[config.mk]
export PLATFORM = sky130hd
export DESIGN_NAME = ps2_rx_frontend
export DESIGN_NICKNAME = d
export VERILOG_FILES = /design/src/rtl/ps2_rx_frontend.sv
export SDC_FILE = /design/constraint.sdc
export NUM_CORES = 1
export LEC_CHECK = 0
export ABC_AREA = 1
export ABC_CLOCK_PERIOD_IN_PS = 2400
export CAP_MARGIN = 15
export CORE_ASPECT_RATIO = 1.4
export CORE_MARGIN = 2
export CORE_UTILIZATION = 55
export CTS_CLUSTER_DIAMETER = 150
export CTS_CLUSTER_SIZE = 8
export DETAILED_ROUTE_END_ITERATION = 8
export GPL_ROUTABILITY_DRIVEN = 0
export PLACE_DENSITY = 0.89
export SYNTH_ARGS = -nofsm -noshare
export SYNTH_HDL_FRONTEND = slang
export SYNTH_SLANG_ARGS = --single-unit
[constraint.sdc]
create_clock -name clock -period 2.4 [get_ports clock]
set_input_delay 0.48 -clock clock [delete_from_list [all_inputs] [get_ports clock]]
set_output_delay 0.48 -clock clock [all_outputs]
set_load 0.05 [all_outputs]
[src/rtl/ps2_rx_frontend.sv]
// rtl/ps2_rx_frontend.sv - PS/2 keyboard receive front end: sync, clock filter, frame decode, make/break/extended tagging
module ps2_rx_frontend #(
    parameter int FILTER_CYCLES  = 8,
    parameter int TIMEOUT_CYCLES = 50000
) (
    input  logic        clock,
    input  logic        reset,
    input  logic        ps2_clk,
    input  logic        ps2_data,
    output logic        ps2_key_pressed,
    output logic [31:0] ps2_out,
    output logic        frame_error
);
    localparam int FW = $clog2(FILTER_CYCLES + 1);
    localparam logic [FW-1:0] FILT_LAST = FW'(FILTER_CYCLES - 1);
    localparam logic [15:0]   TO_LAST   = 16'(TIMEOUT_CYCLES - 1);

    typedef enum logic [1:0] {
        IDLE   = 2'd0,
        DATA   = 2'd1,
        PARITY = 2'd2,
        STOP   = 2'd3
    } state_t;

    logic          clk_s1, clk_s2;
    logic          data_s1, data_s2;
    logic          filt_clk, filt_prev;
    logic [FW-1:0] filt_cnt;
    logic          fall;
    logic          timeout_fire;

    state_t        state;
    logic [2:0]    bit_cnt;
    logic [7:0]    shift;
    logic          par_ok;
    logic          ext_flag, break_flag;
    logic [15:0]   to_cnt;

    // Two-flop synchronizers for the raw keyboard lines; idle-high after reset
    always_ff @(posedge clock or negedge reset) begin
        if (!reset) begin
            clk_s1  <= 1'b1;
            clk_s2  <= 1'b1;
            data_s1 <= 1'b1;
            data_s2 <= 1'b1;
        end else begin
            clk_s1  <= ps2_clk;
            clk_s2  <= clk_s1;
            data_s1 <= ps2_data;
            data_s2 <= data_s1;
        end
    end

    // Glitch filter: accept a new clock level only after it has been stable for FILTER_CYCLES samples
    always_ff @(posedge clock or negedge reset) begin
        if (!reset) begin
            filt_clk  <= 1'b1;
            filt_prev <= 1'b1;
            filt_cnt  <= '0;
        end else begin
            filt_prev <= filt_clk;
            if (clk_s2 == filt_clk) begin
                filt_cnt <= '0;
            end else if (filt_cnt == FILT_LAST) begin
                filt_clk <= clk_s2;
                filt_cnt <= '0;
            end else begin
                filt_cnt <= filt_cnt + 1'b1;
            end
        end
    end

    // Both the edge and the filter start high out of reset, so only a real 1->0 transition counts
    assign fall         = filt_prev & ~filt_clk;
    assign timeout_fire = (state != IDLE) && (to_cnt == TO_LAST);

    // Frame FSM with timeout watchdog; strobes and the key word are registered here
    always_ff @(posedge clock or negedge reset) begin
        if (!reset) begin
            state           <= IDLE;
            bit_cnt         <= '0;
            shift           <= '0;
            par_ok          <= 1'b0;
            ext_flag        <= 1'b0;
            break_flag      <= 1'b0;
            to_cnt          <= '0;
            ps2_key_pressed <= 1'b0;
            frame_error     <= 1'b0;
            ps2_out         <= '0;
        end else begin
            ps2_key_pressed <= 1'b0;
            frame_error     <= 1'b0;

            if (state == IDLE || fall) begin
                to_cnt <= '0;
            end else begin
                to_cnt <= to_cnt + 16'd1;
            end

            if (timeout_fire) begin
                // Timeout wins over any edge arriving in the same cycle
                state       <= IDLE;
                frame_error <= 1'b1;
                bit_cnt     <= '0;
                ext_flag    <= 1'b0;
                break_flag  <= 1'b0;
                to_cnt      <= '0;
            end else if (fall) begin
                case (state)
                    IDLE: begin
                        if (!data_s2) begin
                            state   <= DATA;
                            bit_cnt <= '0;
                        end
                    end
                    DATA: begin
                        shift   <= {data_s2, shift[7:1]};
                        bit_cnt <= bit_cnt + 3'd1;
                        if (bit_cnt == 3'd7) begin
                            state <= PARITY;
                        end
                    end
                    PARITY: begin
                        par_ok <= ^{data_s2, shift};
                        state  <= STOP;
                    end
                    STOP: begin
                        state <= IDLE;
                        if (data_s2 && par_ok) begin
                            if (shift == 8'hF0) begin
                                break_flag <= 1'b1;
                            end else if (shift == 8'hE0) begin
                                ext_flag <= 1'b1;
                            end else begin
                                ps2_out         <= {22'b0, ext_flag, break_flag, shift};
                                ps2_key_pressed <= 1'b1;
                                ext_flag        <= 1'b0;
                                break_flag      <= 1'b0;
                            end
                        end else begin
                            frame_error <= 1'b1;
                            ext_flag    <= 1'b0;
                            break_flag  <= 1'b0;
                        end
                    end
                    default: state <= IDLE;
                endcase
            end
        end
    end

endmodule
==> reports/results.ini, run 1 <==
[detailed_routing]
drt-initial-drc-count = 122
avgViaCountPerCell = 4.89
drc = 0
ant_nets = 0
avgRoutedWirePerCell_um = 10.8
routed_wl_um = 4660
vias = 2114
firstDrtPassIters = 4

[clocking]
cts_sinks = 54
cts_buffers = 5
cts_hold_buf = 0
worstSkewPairLatency_ps = 300
htree_levels = 2
cts_max_path_buffers = 2
cts_resized = 0
cts.clk_slew.worst_paths_ps = 90
postCtsSetupBuffers = 0
cts_root_buf = clkbuf_8
tritoncts = yes

[sta]
worstMarginPinSlew_ps = 646
fin_worst_skew_ps = 10.1
finalSetupTns_ps = 0
setup_viol_count_final = 0
slew_headroom = 0.569
max_freq_mhz = 511
post-route-min-period_ps = 1960
hold_viol_final = 0
post-route-period-util = 0.815
rsz0062_at_grt = false
drv_slew = 0

[layout]
fin_area_um2 = 3090
area_growth_pct = 8.52
layout_common_cells = nand2_1 (100), dfrtp_1 (48), nor2_1 (41)
antenna_cells = 0
n_fill_cell = 427
postLayoutCoreUtil = 0.608
fin_nets = 383
layout-drive-gt1-share = 0.0902
layout_commonest_cell = nand2_1

[floorplan]
io_pins = 38
dieArea_um2 = 5780
die_w_um = 64.8
initial_core_util = 0.560
rows = 31
core_um2 = 5080
die_h_um = 89.1

[placement]
place_area_um2 = 2980
portBuffers = 15
dp_hpwl_um = 3560

[grt]
gr-usage-all-layers = 0.180
grt_pass1_wl_um = 8240
antenna_found_initial = 0
grt_max_degree = 32
overflow = 0
first_global_vias = 1961

[outcome]
status = finished, final reports clean

[logic_synthesis]
synthCells = 344
synth_seq_cells = 54
syn_avg_cell_area_um2 = 8.28
yosysWarnings = 0
syn-cell-area_um2 = 2850
ys_seq_area_frac = 0.477
synth_cell_types = 28

[critical_path]
arrival_ps = 1480
critPathKind = reg -> out
cp-end-kind = primary output
critical_path.cell_chain = clkdlybuf4s50_1
cp_slowest_cell = clkdlybuf4s50_1
crit_buf_inv = 1
cp-start-kind = flop
cp_max_fo = 2
path_delay_family = buffers and inverters
ff2ff_setup_slack_ps = 770
critPathRequiredTime_ps = 1920
worst_path_largest_cell_delay_ps = 800

[power]
cellPowerDensity_nw_per_um2 = 773
p_leak_nw = 1.61
ir_drop_v = 0.000473

[flow_run]
drv_cap = 0

[worst_hold_path]
min_path_type = in -> async

state kept, by name, indices dropped and copies added, names as in the netlist:
register / count
frame_error: 1
shift: 8
ext_flag: 1
ps2_out: 10
clk_s1: 1
filt_clk: 1
data_s1: 1
to_cnt: 16
data_s2: 1
break_flag: 1
state: 2
filt_prev: 1
filt_cnt: 4
bit_cnt: 3
par_ok: 1
ps2_key_pressed: 1
clk_s2: 1
final cells by class:
class | instances | area (um^2) | area share
clock buffers | 5 | 68.8 | 0.0223
clock inverters | 3 | 40.0 | 0.0130
inverters | 37 | 139 | 0.0449
multi-input cells | 250 | 1240 | 0.402
flip-flops and latches | 54 | 1360 | 0.440
well taps | 66 | 82.6 | 0.0267
repair buffers | 17 | 160 | 0.0518
cells in the mapped netlist (all sizes together):
master,number,area [um^2]
a21oi,2,10.0
a31oi,2,12.5
and3,2,12.5
buf,24,188
conb,1,3.75
dfrtp,48,1200
dfstp,6,158
ha,14,175
inv,37,139
nand2,105,417
nand3,19,108
nand3b,3,22.5
nand4,2,12.5
nor2,46,185
nor3,7,35.0
nor3b,2,15.0
o211ai,1,7.51
o21ai,14,70.1
or2,1,6.26
xnor2,2,17.5
xor2,6,52.6
path summary, 6_finish.rpt:
kind	startpoint	to	cells past startpoint
setup / recovery	ps2_out[5]	ps2_out[5]	1
max in group asynchronous	reset	ps2_out[1]	2
min in group clock	clk_s1	clk_s2	0
hold / removal	reset	frame_error	1
setup reg to reg	state[1]	shift[1]	8
hold reg to reg	clk_s1	clk_s2	0
power breakdown:
part	internal, mW	switching (mW)	total, mW
logic	0.209	0.466	0.675
clock network	0.307	0.272	0.579
registers	1.03	0.100	1.13
total	1.55	0.838	2.39
kinds of logic after synthesis:
| kind of cell | after synthesis | synth area share |
|---|---|---|
| compound gates | 19 | 0.0351 |
| xor+xnor | 8 | 0.0246 |
| fa+ha+maj | 14 | 0.0615 |
| buf+inv | 61 | 0.115 |
| flops | 54 | 0.477 |
| other cells | 1 | 0.00132 |
| simple gates | 187 | 0.286 |
metrics by stage:
| step | std cells | power [mW] | worst slack, ps | hold WS, ps |
|---|---|---|---|---|
| after floorplan | 365 | 1.68 | 963 | 184 |
| after global placement | 424 | 1.78 | 784 | 346 |
| after detailed placement | 424 | 1.82 | 769 | 348 |
| after CTS | 432 | 2.41 | 429 | 204 |
| after global routing | 432 | 2.56 | 392 | 247 |
| final | 432 | 2.39 | 445 | 194 |
routing by layer:
| metal | global-route usage | wire (um) | vias to the layer above |
|---|---|---|---|
| li1 | - | - | 1068 |
| met1 | 0.228 | 2090 | 1000 |
| met2 | 0.310 | 2360 | 39 |
| met3 | 0.0264 | 128 | 7 |
| met4 | 0.0754 | 80 | 0 |
| met5 | 0 | 0 | - |
No activity file was read; power rests on OpenSTA's default activity.
==> inputs of run 2 (changes only) <==
--- a/config.mk
+++ b/config.mk
@@ -6,7 +6,7 @@
 export NUM_CORES = 1
 export LEC_CHECK = 0
 export ABC_AREA = 1
-export ABC_CLOCK_PERIOD_IN_PS = 2400
+export ABC_CLOCK_PERIOD_IN_PS = 1800
 export CAP_MARGIN = 15
 export CORE_ASPECT_RATIO = 1.4
 export CORE_MARGIN = 2
==> constraint.sdc (replaced) <==
create_clock -name clock -period 1.8 [get_ports clock]
set_input_delay 0.36 -clock clock [delete_from_list [all_inputs] [get_ports clock]]
set_output_delay 0.36 -clock clock [all_outputs]
set_load 0.05 [all_outputs]
==> reports/results.ini, run 2 (same netlist as run 1, synthesis figures left out) <==
[layout]
fin_area_um2 = 3070
layout_common_cells = nand2_1 (100), dfrtp_1 (48), nor2_1 (40)
fin_nets = 384
antenna_cells = 0
regMostFlops = to_cnt
area_growth_pct = 7.64
largestRegisters = to_cnt (16), ps2_out (10), shift (8)
largest_register_ffs = 16
n_fill_cell = 441
layout-drive-gt1-share = 0.123
layout_commonest_cell = nand2_1
postLayoutCoreUtil = 0.603

[power]
ir_drop_v = 0.000630
power_mw = 3.11
p_leak_nw = 1.64
cellPowerDensity_nw_per_um2 = 1020

[sta]
hold_slack_ps = 21.8
drv_slew = 0
worstMarginPinSlew_ps = 498
fin_worst_skew_ps = 10.3
hold_viol_final = 0
post-route-min-period_ps = 1610
post-route-period-util = 0.894
setup_viol_count_final = 0
slew_headroom = 0.667
rsz0062_at_grt = false
max_freq_mhz = 622
finalSetupTns_ps = 0

[critical_path]
critPathKind = reg -> reg
arrival_ps = 1810
cp-end-kind = flop
crit_top_cell = nand2_1
critical_path.cell_chain = ha_1 > nand2_1 > nor2_1 > nand3_1 > nor3_1 > nand2_1 > and3_1
critPathRequiredTime_ps = 2000
cp-start-kind = flop
cp_max_fo = 3
cp_slowest_cell = dfrtp_1
worst_path_largest_cell_delay_ps = 380

[placement]
portBuffers = 15
dp_hpwl_um = 3710
place_area_um2 = 2970

[clocking]
tritoncts = yes
worstSkewPairLatency_ps = 310
cts_sinks = 54
cts_max_path_buffers = 2
postCtsSetupBuffers = 0
cts_hold_buf = 0
htree_levels = 2
cts.clk_slew.worst_paths_ps = 100
cts_resized = 0
cts_buffers = 5
cts_root_buf = clkbuf_8

[grt]
first_global_vias = 2050
grt_pass1_wl_um = 8450
grt_max_degree = 55
antenna_found_initial = 0
gr-usage-all-layers = 0.189
overflow = 0

[flow_run]
drv_cap = 0

[floorplan]
dieArea_um2 = 5780
core_um2 = 5080
rows = 31
die_w_um = 64.8
initial_core_util = 0.560
die_h_um = 89.1
io_pins = 38

[detailed_routing]
firstDrtPassIters = 5
ant_nets = 0
drc = 0
drt-initial-drc-count = 119
routed_wl_um = 4830
vias = 2166
avgRoutedWirePerCell_um = 11.1
avgViaCountPerCell = 5.00

[worst_hold_path]
min_path_type = in -> async

[outcome]
status = finished, final reports clean

==> run 2: cell types whose count changed in the layout (fill, tap and decap cells not counted), sizes merged <==
cell           before  now
clkbuf              5    6
dlymetal6s2s        0    1
buf                 3   15
bufinv              1    0
clkdlybuf4s50      14    2
==> run 2: metrics by stage <==
stage	std cells	worst slack (ps)
finish	433	191
global route	433	17.0
CTS	433	3.01
detailed placement	425	181
global placement	425	241
floorplan	365	363
==> run 2: final timing paths <==
check                             end  startpoint  slack [ps]  depth (start not counted)
min reg2reg                   data_s2     data_s1         360                          0
max reg2reg                to_cnt[10]   to_cnt[0]         190                          7
min in group clock            data_s2     data_s1         360                          0
max in group asynchronous      clk_s2       reset        1480                          2
max                        to_cnt[10]   to_cnt[0]         190                          7
min                         to_cnt[7]       reset          20                          2
==> run 2: report_power, final <==
group          total, mW  switching (mW)  leakage (nW)  internal (mW)
Clock              0.658           0.383        0.0452          0.275
Combinational      0.941           0.630         0.879          0.311
Sequential          1.51           0.134         0.721           1.38
==> run 2: cell type report <==
class,count,area (um^2),area share
clock buffers,6,72.6,0.0237
clock inverters,2,13.8,0.00449
inverters,37,139,0.0453
multi-input cells,250,1240,0.406
flip-flops and latches,54,1360,0.443
well taps,66,82.6,0.0269
repair buffers,18,155,0.0506
==> run 2: routing by layer <==
layer / share of wire / GRT usage / vias to the layer above
met5: 0 / 0 / -
met4: 0.023 / 0.0967 / 0
met3: 0.037 / 0.0353 / 11
met2: 0.55 / 0.342 / 48
met1: 0.39 / 0.213 / 1036
li1: - / - / 1071
==> run 2: critical path: cells and delay by family, from the launching register on <==
family / cells / cell delay (ps)
fa+ha+maj: 1 / 190
simple gates: 6 / 950
flops: 1 / 380
==> inputs of run 3 (changes only) <==
--- a/config.mk
+++ b/config.mk
@@ -11,7 +11,7 @@
 export CORE_ASPECT_RATIO = 1.4
 export CORE_MARGIN = 2
 export CORE_UTILIZATION = 55
-export CTS_CLUSTER_DIAMETER = 150
+export CTS_CLUSTER_DIAMETER = 120
 export CTS_CLUSTER_SIZE = 8
 export DETAILED_ROUTE_END_ITERATION = 8
 export GPL_ROUTABILITY_DRIVEN = 0
==> results of run 3 <==
Same layout as run 2: the final DEF is identical, and so are final timing and power.
